[src/rtl/jt12_op_sched_if.sv]
// Register-side configuration bus for the JT12 operator scheduler:
// one write strobe carrying algorithm and feedback for a single channel.
interface jt12_op_sched_if;
  logic       cfg_we;
  logic [2:0] cfg_ch;
  logic [2:0] cfg_alg;
  logic [2:0] cfg_fb;

  modport master (
    output cfg_we,
    output cfg_ch,
    output cfg_alg,
    output cfg_fb
  );

  modport slave (
    input cfg_we,
    input cfg_ch,
    input cfg_alg,
    input cfg_fb
  );
endinterface

[src/rtl/jt12_op_sched.sv]
// JT12 slot sequencer and algorithm decoder: walks the 24-slot operator
// schedule and decodes per-slot modulation selects from per-channel registers.
module jt12_op_sched #(
  parameter int NUM_CH = 6
) (
  input  logic                  clk,
  input  logic                  rst,
  jt12_op_sched_if.slave        cfg,
  output logic                  zero,
  output logic [4:0]            slot,
  output logic [2:0]            cur_ch,
  output logic                  s1_enters,
  output logic                  s2_enters,
  output logic                  s3_enters,
  output logic                  s4_enters,
  output logic                  use_prevprev1,
  output logic                  use_prev1,
  output logic                  use_prev2,
  output logic                  use_internal_x,
  output logic                  use_internal_y,
  output logic [2:0]            fb_II,
  output logic                  carrier
);

  localparam logic [4:0] LAST_SLOT = 5'(4 * NUM_CH - 1);
  localparam logic [2:0] LAST_CH   = 3'(NUM_CH - 1);

  // Operator groups in schedule order: S1, S3, S2, S4.
  typedef enum logic [1:0] {
    GRP_S1 = 2'd0,
    GRP_S3 = 2'd1,
    GRP_S2 = 2'd2,
    GRP_S4 = 2'd3
  } grp_t;

  grp_t       grp, grp_next;
  logic [4:0] slot_next;
  logic [2:0] ch_next;

  logic [2:0] alg_act [NUM_CH];
  logic [2:0] fb_act  [NUM_CH];
  logic [2:0] alg_pen [NUM_CH];
  logic [2:0] fb_pen  [NUM_CH];
  logic [NUM_CH-1:0] pen_vld;

  logic [NUM_CH-1:0] wr_hit;
  logic [NUM_CH-1:0] commit_edge;

  logic [2:0] alg_cur;
  logic [2:0] fb_cur;
  logic [2:0] fb_p1;

  // ---- slot counter / group sequencer (next state) ----
  always_comb begin
    slot_next = slot + 5'd1;
    ch_next   = cur_ch + 3'd1;
    grp_next  = grp;
    if (slot == LAST_SLOT) begin
      slot_next = 5'd0;
    end
    if (cur_ch == LAST_CH) begin
      ch_next = 3'd0;
      case (grp)
        GRP_S1:  grp_next = GRP_S3;
        GRP_S3:  grp_next = GRP_S2;
        GRP_S2:  grp_next = GRP_S4;
        default: grp_next = GRP_S1;
      endcase
    end
  end

  always_ff @(posedge clk or posedge rst) begin
    if (rst) begin
      slot      <= 5'd0;
      cur_ch    <= 3'd0;
      grp       <= GRP_S1;
      zero      <= 1'b1;
      s1_enters <= 1'b1;
      s2_enters <= 1'b0;
      s3_enters <= 1'b0;
      s4_enters <= 1'b0;
    end else begin
      slot      <= slot_next;
      cur_ch    <= ch_next;
      grp       <= grp_next;
      zero      <= (slot_next == 5'd0);
      s1_enters <= (grp_next == GRP_S1);
      s2_enters <= (grp_next == GRP_S2);
      s3_enters <= (grp_next == GRP_S3);
      s4_enters <= (grp_next == GRP_S4);
    end
  end

  // ---- register file: pending writes land on the channel's S1 edge ----
  always_comb begin
    wr_hit      = '0;
    commit_edge = '0;
    for (int c = 0; c < NUM_CH; c++) begin
      wr_hit[c]      = cfg.cfg_we && (cfg.cfg_ch == 3'(c));
      commit_edge[c] = (slot_next == 5'(c));
    end
  end

  always_ff @(posedge clk or posedge rst) begin
    if (rst) begin
      pen_vld <= '0;
      for (int c = 0; c < NUM_CH; c++) begin
        alg_act[c] <= 3'd0;
        fb_act[c]  <= 3'd0;
        alg_pen[c] <= 3'd0;
        fb_pen[c]  <= 3'd0;
      end
    end else begin
      for (int c = 0; c < NUM_CH; c++) begin
        if (commit_edge[c]) begin
          // A write arriving on the commit edge itself wins over any pending value.
          if (wr_hit[c]) begin
            alg_act[c] <= cfg.cfg_alg;
            fb_act[c]  <= cfg.cfg_fb;
          end else if (pen_vld[c]) begin
            alg_act[c] <= alg_pen[c];
            fb_act[c]  <= fb_pen[c];
          end
          pen_vld[c] <= 1'b0;
        end else if (wr_hit[c]) begin
          alg_pen[c] <= cfg.cfg_alg;
          fb_pen[c]  <= cfg.cfg_fb;
          pen_vld[c] <= 1'b1;
        end
      end
    end
  end

  always_comb begin
    alg_cur = 3'd0;
    fb_cur  = 3'd0;
    for (int c = 0; c < NUM_CH; c++) begin
      if (cur_ch == 3'(c)) begin
        alg_cur = alg_act[c];
        fb_cur  = fb_act[c];
      end
    end
  end

  // ---- stage II: feedback level one cycle behind the slot ----
  always_ff @(posedge clk or posedge rst) begin
    if (rst) begin
      fb_p1 <= 3'd0;
    end else begin
      fb_p1 <= fb_cur;
    end
  end

  assign fb_II = fb_p1;

  // ---- modulation-source and carrier decode for the current slot ----
  always_comb begin
    use_prevprev1  = 1'b0;
    use_prev1      = 1'b0;
    use_prev2      = 1'b0;
    use_internal_x = 1'b0;
    use_internal_y = 1'b0;
    carrier        = 1'b0;
    case (grp)
      GRP_S1: begin
        use_prevprev1 = 1'b1;
        use_prev1     = 1'b1;
        carrier       = (alg_cur == 3'd7);
      end
      GRP_S3: begin
        case (alg_cur)
          3'd0, 3'd2: use_prev2 = 1'b1;
          3'd1: begin
            use_prev2 = 1'b1;
            use_prev1 = 1'b1;
          end
          3'd5:    use_prev1 = 1'b1;
          default: ;
        endcase
        carrier = (alg_cur >= 3'd5);
      end
      GRP_S2: begin
        case (alg_cur)
          3'd0, 3'd3, 3'd4, 3'd5, 3'd6: use_internal_y = 1'b1;
          default: ;
        endcase
        carrier = (alg_cur >= 3'd4);
      end
      default: begin
        case (alg_cur)
          3'd0, 3'd1, 3'd4: use_internal_y = 1'b1;
          3'd2: begin
            use_internal_x = 1'b1;
            use_prev1      = 1'b1;
          end
          3'd3: begin
            use_prev2      = 1'b1;
            use_internal_y = 1'b1;
          end
          3'd5:    use_prev1 = 1'b1;
          default: ;
        endcase
        carrier = 1'b1;
      end
    endcase
  end

endmodule

[src/flat_wrapper.sv]
// flat-port wrapper written by rule: the top's interface ports become plain ports
module jt12_op_sched_flat 
#(
  parameter int NUM_CH = 6
)
  (clk, rst, zero, slot, cur_ch, s1_enters, s2_enters, s3_enters, s4_enters, use_prevprev1, use_prev1, use_prev2, use_internal_x, use_internal_y, fb_II, carrier, cfg_cfg_we, cfg_cfg_ch, cfg_cfg_alg, cfg_cfg_fb);
  jt12_op_sched_if cfg_i ();
  input  logic clk;
  input  logic rst;
  output logic zero;
  output logic [4:0] slot;
  output logic [2:0] cur_ch;
  output logic s1_enters;
  output logic s2_enters;
  output logic s3_enters;
  output logic s4_enters;
  output logic use_prevprev1;
  output logic use_prev1;
  output logic use_prev2;
  output logic use_internal_x;
  output logic use_internal_y;
  output logic [2:0] fb_II;
  output logic carrier;
  input wire logic [$bits(cfg_i.cfg_we)-1:0] cfg_cfg_we;
  input wire logic [$bits(cfg_i.cfg_ch)-1:0] cfg_cfg_ch;
  input wire logic [$bits(cfg_i.cfg_alg)-1:0] cfg_cfg_alg;
  input wire logic [$bits(cfg_i.cfg_fb)-1:0] cfg_cfg_fb;
  assign cfg_i.cfg_we = cfg_cfg_we;
  assign cfg_i.cfg_ch = cfg_cfg_ch;
  assign cfg_i.cfg_alg = cfg_cfg_alg;
  assign cfg_i.cfg_fb = cfg_cfg_fb;
  jt12_op_sched #(.NUM_CH(NUM_CH)) u_core (.clk(clk), .rst(rst), .cfg(cfg_i), .zero(zero), .slot(slot), .cur_ch(cur_ch), .s1_enters(s1_enters), .s2_enters(s2_enters), .s3_enters(s3_enters), .s4_enters(s4_enters), .use_prevprev1(use_prevprev1), .use_prev1(use_prev1), .use_prev2(use_prev2), .use_internal_x(use_internal_x), .use_internal_y(use_internal_y), .fb_II(fb_II), .carrier(carrier));
endmodule
[config.mk]
export PLATFORM = sky130hd
export DESIGN_NAME = jt12_op_sched_flat
export DESIGN_NICKNAME = d
export VERILOG_FILES = /design/src/rtl/jt12_op_sched_if.sv /design/src/rtl/jt12_op_sched.sv /design/src/flat_wrapper.sv
export SDC_FILE = /design/constraint.sdc
export NUM_CORES = 1
export LEC_CHECK = 0
export CAP_MARGIN = 20
export CORE_ASPECT_RATIO = 0.7
export CORE_UTILIZATION = 35
export CTS_CLUSTER_DIAMETER = 50
export DETAILED_ROUTE_END_ITERATION = 12
export SLEW_MARGIN = 10
export SYNTH_ARGS = -nofsm -noshare
export SYNTH_HDL_FRONTEND = slang
export SYNTH_SLANG_ARGS = --single-unit
[constraint.sdc]
create_clock -name clk -period 6.2 [get_ports clk]
set_input_delay 0.93 -clock clk [delete_from_list [all_inputs] [get_ports clk]]
set_output_delay 0.93 -clock clk [all_outputs]
set_load 0.01 [all_outputs]
### Word level (Yosys, flattened, before mapping)

Cells that the tools add are included.

* register bits after elaboration: 96
* bits in latches: 0
* memory bits (writable): 0
* memory bits (read-only): 0
* bits of input ports: 12
* output and inout port bits: 22
* logic and storage cells: 186
* memories: 0

* $add $sub $neg: 2
* $mul: 0
* divide/modulo/power cells: 0
* magnitude comparators: 2
* equal/unequal tests: 28
* shift operators: 0
* multiplexer cells: 65
* bitwise logic cells: 6
* reductions and logical operators: 44

Operators with widths (number)
* 3-bit two-way mux: 37
* 3-bit equality test, second input constant: 8
* 2-bit AND reduction: 12
* 2-bit nonzero test: 12
* 1-bit two-way mux: 21
* 3-bit by 2-bit equality test with 1-bit output, second input constant: 6
* 5-bit by 2-bit equality test with 1-bit output, second input constant: 2
* 5-bit by 3-bit equality test with 1-bit output, second input constant: 2
* 3-bit by 1-bit equality test with 1-bit output, second input constant: 3
* 3-bit logical NOT: 3
* 2-bit OR reduction: 4
* 2-bit equality test, second input constant: 3
* 3-bit >= comparator, second input constant: 2
* 1-bit logical AND: 6
* 1-bit inverter: 6
* 1-bit one-hot mux with 3 select lines: 2
* 2-bit one-hot mux with 3 select lines: 1
* 3-bit OR reduction: 2
* 5-bit by 1-bit adder with 5-bit output, second input constant: 1
* 5-bit by 1-bit equality test with 1-bit output, second input constant: 1
* 5-bit equality test, second input constant: 1
* 5-bit logical NOT: 1
* 5-bit two-way mux: 1
* 5-bit OR reduction: 1
* 6 further kinds: 9

### Logic depth before layout (Yosys ltp)

* depth in word-level cells: 11
* gate-level depth with buffers: 10
* depth with buffers taken out: 7

### Worst setup path after synthesis

No wires, ideal clock.

* path kind: register -> output
* start: reg u_core.cur_ch[0]
* end: out use_internal_y
* data arrival time: 2536 ps
* data required time: 5270 ps
* path slack: 2734 ps
* stages on the path, launching flop included: 10
* path buffers: 3
* path through: dfrtp_1 buf_2 buf_2 and2_1 ha_1 clkbuf_1 and3_1 a311o_1 maj3_2 a211oi_1

* longest elaborated chain between the ends: 11
* elaborated cells on any way between the ends: 23
* classes of those cells: eq/ne (10); mux (9); reduce/logical (4)

Ends and longest elaborated chain
* start, declared: line jt12_op_sched.sv:11 `output logic [2:0] cur_ch,`
* start signal, assigned: line jt12_op_sched.sv:84 `cur_ch <= ch_next;`
* 3-bit logical NOT: line jt12_op_sched.sv:138 `if (cur_ch == 3'(c)) begin`
* 3-bit two-way mux (5 in a row): line jt12_op_sched.sv:138
* 3-bit two-way mux (*): line jt12_op_sched.sv:138
* 3-bit equality test, or another cell as far along: line jt12_op_sched.sv:183 `case (alg_cur)`
* 5-bit OR reduction / 4-bit OR reduction (equally long branches)
* 1-bit two-way mux (on tied branches): line jt12_op_sched.sv:183, jt12_op_sched.sv:190
* 1-bit one-hot mux with 2 select lines (*): line jt12_op_sched.sv:164 `case (grp)`
* end, declared: line flat_wrapper.sv:21 `output logic use_internal_y;`

Mark *: on every way between the ends. The rest lies on a longest branch, timed or not.

### Worst setup path in the final report

Ends and elaborated chain as after synthesis.

==> impl_metrics.env <==
export IMPL_grt_start_max_net_pins=60
export IMPL_vdd_drop_max_v=0.000166
export IMPL_drv_cap=0
export IMPL_synth_area_sq_um=4780
export IMPL_critical_path_cell_chain="and2_1, ha_1, a221oi_1, a221oi_2, o32ai_1, a211oi_1, clkdlybuf4s50_1"
export IMPL_port_buffers=33
export IMPL_worstMarginPinSlew_ps=825
export IMPL_tns_ps=0
export IMPL_die_h_um=99.8
export IMPL_initial_core_util=0.361
export IMPL_p_leak_nw=2.46
export IMPL_hold_buffers=0
export IMPL_critical_path_slowest_cell="dfrtp_1"
export IMPL_drv_slew=0
export IMPL_grt_pass1_vias=3079
export IMPL_post_cts_setup_buffers=0
export IMPL_hold_path_class="flip-flop to flip-flop"
export IMPL_startpoint_type="flip-flop"
export IMPL_antenna_found_initial=0
export IMPL_cts_max_level=3
export IMPL_critPathBufInv=1
export IMPL_layout_drive_gt1_share=0.319
export IMPL_cts_root_buffer="clkbuf_16"
export IMPL_cts_resized=0
export IMPL_grt_pass1_wl_mm=16.5
export IMPL_routed_via_density=4.95
export IMPL_io_pins=34
export IMPL_pwr_density_cell_nw_per_um2=305
export IMPL_coreArea_sq_um=13200
export IMPL_relSlewSlack=0.447
export IMPL_status="completed"
export IMPL_diodes=0
export IMPL_synth_top_cell_by_area="dfrtp_1"
export IMPL_clock_skew_ps=7.37
export IMPL_clk_pin_slew_ps=70
export IMPL_cts_tree="built"
export IMPL_cpPeakStageDelay_ps=860
export IMPL_dr_pass1_iters=4
export IMPL_crit_arrival_ps=3470
export IMPL_ant_nets=0
export IMPL_critPathTopFamily="compound AO/OA/AOI/OAI gates"
export IMPL_die_area_sq_um=14100
export IMPL_synth_fp_nets=417
export IMPL_synthTopCellsByCount="mux2_2 (99), dfrtp_1 (94), nand2_1 (33)"
export IMPL_cts_buffers=9
export IMPL_setup_violations=0
export IMPL_yosysUniqueCellTypes=54
export IMPL_hold_viol=0
export IMPL_drt_total_wl_mm=10.1
export IMPL_synth_top_area_frac=0.492
export IMPL_max_freq_mhz=227
export IMPL_clock_sinks=96
export IMPL_multi_input_area_sq_um=2240
export IMPL_place_hpwl_mm=7.25
export IMPL_grt_use_total=0.154
export IMPL_syn_avg_cell_area_sq_um=12.1
export IMPL_clock_latency_ps=350
export IMPL_crit_fanout=21
export IMPL_regArea_sq_um=2400
export IMPL_drc=0
export IMPL_cp_data_required_time_ps=5270
export IMPL_synth_cells=395
export IMPL_syn_to_final_growth_pct=17.2
export IMPL_worstSetupEndpointType="output port"
export IMPL_place_congestion=0.800
export IMPL_synth_area_leaders="dfrtp_1 (49%), mux2_2 (23%), mux2i_1 (3.1%)"
export IMPL_clock_path_buffers=2
export IMPL_synth_seq_cells=96
export IMPL_grt_setup_unrepaired="false"
export IMPL_period_minus_slack_ps=4400
export IMPL_fp_dieW_um=142
export IMPL_post_route_util=0.424
export IMPL_crit_type="flip-flop to output port"
export IMPL_vias=3031
export IMPL_routedWlPerCell_um=16.5
export IMPL_overflow=0
export IMPL_drt_iter0_drc=150
export IMPL_period_share=0.710
export IMPL_synth_enable_flop_cells=0
export IMPL_rows=35
export IMPL_nets=444
export IMPL_synth_most_common_cell="mux2_2"
export IMPL_filler_cell_count=1244
export IMPL_yosysSeqAreaShare=0.503
export IMPL_ys_flop_type="dfrtp_1"
export IMPL_postSynth_asyncResetShare=1.00
export IMPL_yosysWarnings=0
stage by stage:
step	cells	hold slack [ps]	worst slack, ps	cell area, sq um	power [W]
after global placement	596	484	2290	5270	0.00111
after floorplan	395	470	2730	4780	0.00102
after global routing	612	513	1580	5600	0.00180
after detailed placement	596	492	2180	5270	0.00112
after CTS	612	509	1810	5600	0.00173
final	612	506	1800	5600	0.00171
power by group:
group          total [W]  switching [W]  internal (W)
Clock           0.000606       0.000248      0.000358
Combinational   0.000290       0.000122      0.000168
Sequential      0.000813      0.0000663      0.000746
Total            0.00171       0.000436       0.00127
flip-flops by register name (all words and copies together), names as in the netlist:
name and cells:
u_core.alg_pen 18, u_core.s3_enters 1, u_core.s4_enters 1, u_core.pen_vld 6, u_core.s2_enters 1, u_core.cur_ch 3, u_core.s1_enters 1, u_core.slot 5
u_core.fb_act 18, u_core.alg_act 18, u_core.fb_II 3, u_core.grp 2, u_core.zero 1, u_core.fb_pen 18
final timing paths:
| check | from | to | slack [ps] | cells after the start |
|---|---|---|---|---|
| setup / recovery | u_core.cur_ch[0]$_DFF_PP0_ | use_internal_y | 1800 | 7 |
| hold / removal | u_core.alg_pen[14]$_DFFE_PP0P_ | u_core.alg_pen[14]$_DFFE_PP0P_ | 510 | 1 |
| min in group asynchronous | rst | u_core.fb_pen[16]$_DFFE_PP0P_ | 950 | 2 |
| hold reg to reg | u_core.alg_pen[14]$_DFFE_PP0P_ | u_core.alg_pen[14]$_DFFE_PP0P_ | 510 | 1 |
| setup reg to reg | u_core.slot[1]$_DFF_PP0_ | u_core.fb_pen[16]$_DFFE_PP0P_ | 3780 | 6 |
| max in group asynchronous | rst | u_core.fb_pen[7]$_DFFE_PP0P_ | 4120 | 3 |
cell usage in the layout (no fill, tap or decap), drive strengths merged, types with 2 or more instances in the layout:
master         synthesis  layout
a21o                   4       4
nor3b                  2       2
bufinv                 0       2
or3                    2       2
and2                   3       3
ha                    10      10
nand2b                 5       5
dfrtp                 94      94
a311oi                 2       2
mux2                  99      99
clkinv                 0       2
a21oi                  7       7
nor3                   3       3
nor2                  24      24
nor4                   2       2
and2b                  3       3
or2                    3       3
dfstp                  2       2
o21ai                  8       8
o221ai                 2       2
clkdlybuf4s50          0      33
a221oi                 2       2
nor2b                  7       7
mux2i                 15      15
nand3                  8       8
clkbuf                 9       9
inv                   15      17
a2bb2oi                2       2
nand3b                 2       2
nand2                 33      33
a211oi                 2       2
layout make-up:
type / count / area share
inverter: 15 / 0.0105
sequential: 96 / 0.429
tap: 185 / 0.0413
clock buffer: 9 / 0.0402
timing repair buffer: 34 / 0.0603
multi-input combinational: 266 / 0.400
clock inverter: 7 / 0.0183
per-layer routing:
layer	vias to the layer above	part of all wire	global-route usage
met5	-	0	0
met4	0	0.018	0.0529
met3	13	0.032	0.0353
met2	43	0.44	0.235
met1	1529	0.51	0.217
li1	1446	-	-
cells by family (layout without fill, tap and decap cells):
kind of cell / count (synthesis) / in the layout / share of synthesized area
AOI/OAI and AO/OA: 41 / 41 / 0.0670
xor gates and xnor gates: 1 / 1 / 0.00183
adders and majority gates: 11 / 11 / 0.0285
buffers and inverters: 33 / 65 / 0.0283
DFF: 96 / 96 / 0.503
muxes: 114 / 114 / 0.265
and+or+nand+nor: 99 / 99 / 0.107
Power figures use the tool's default switching activity.
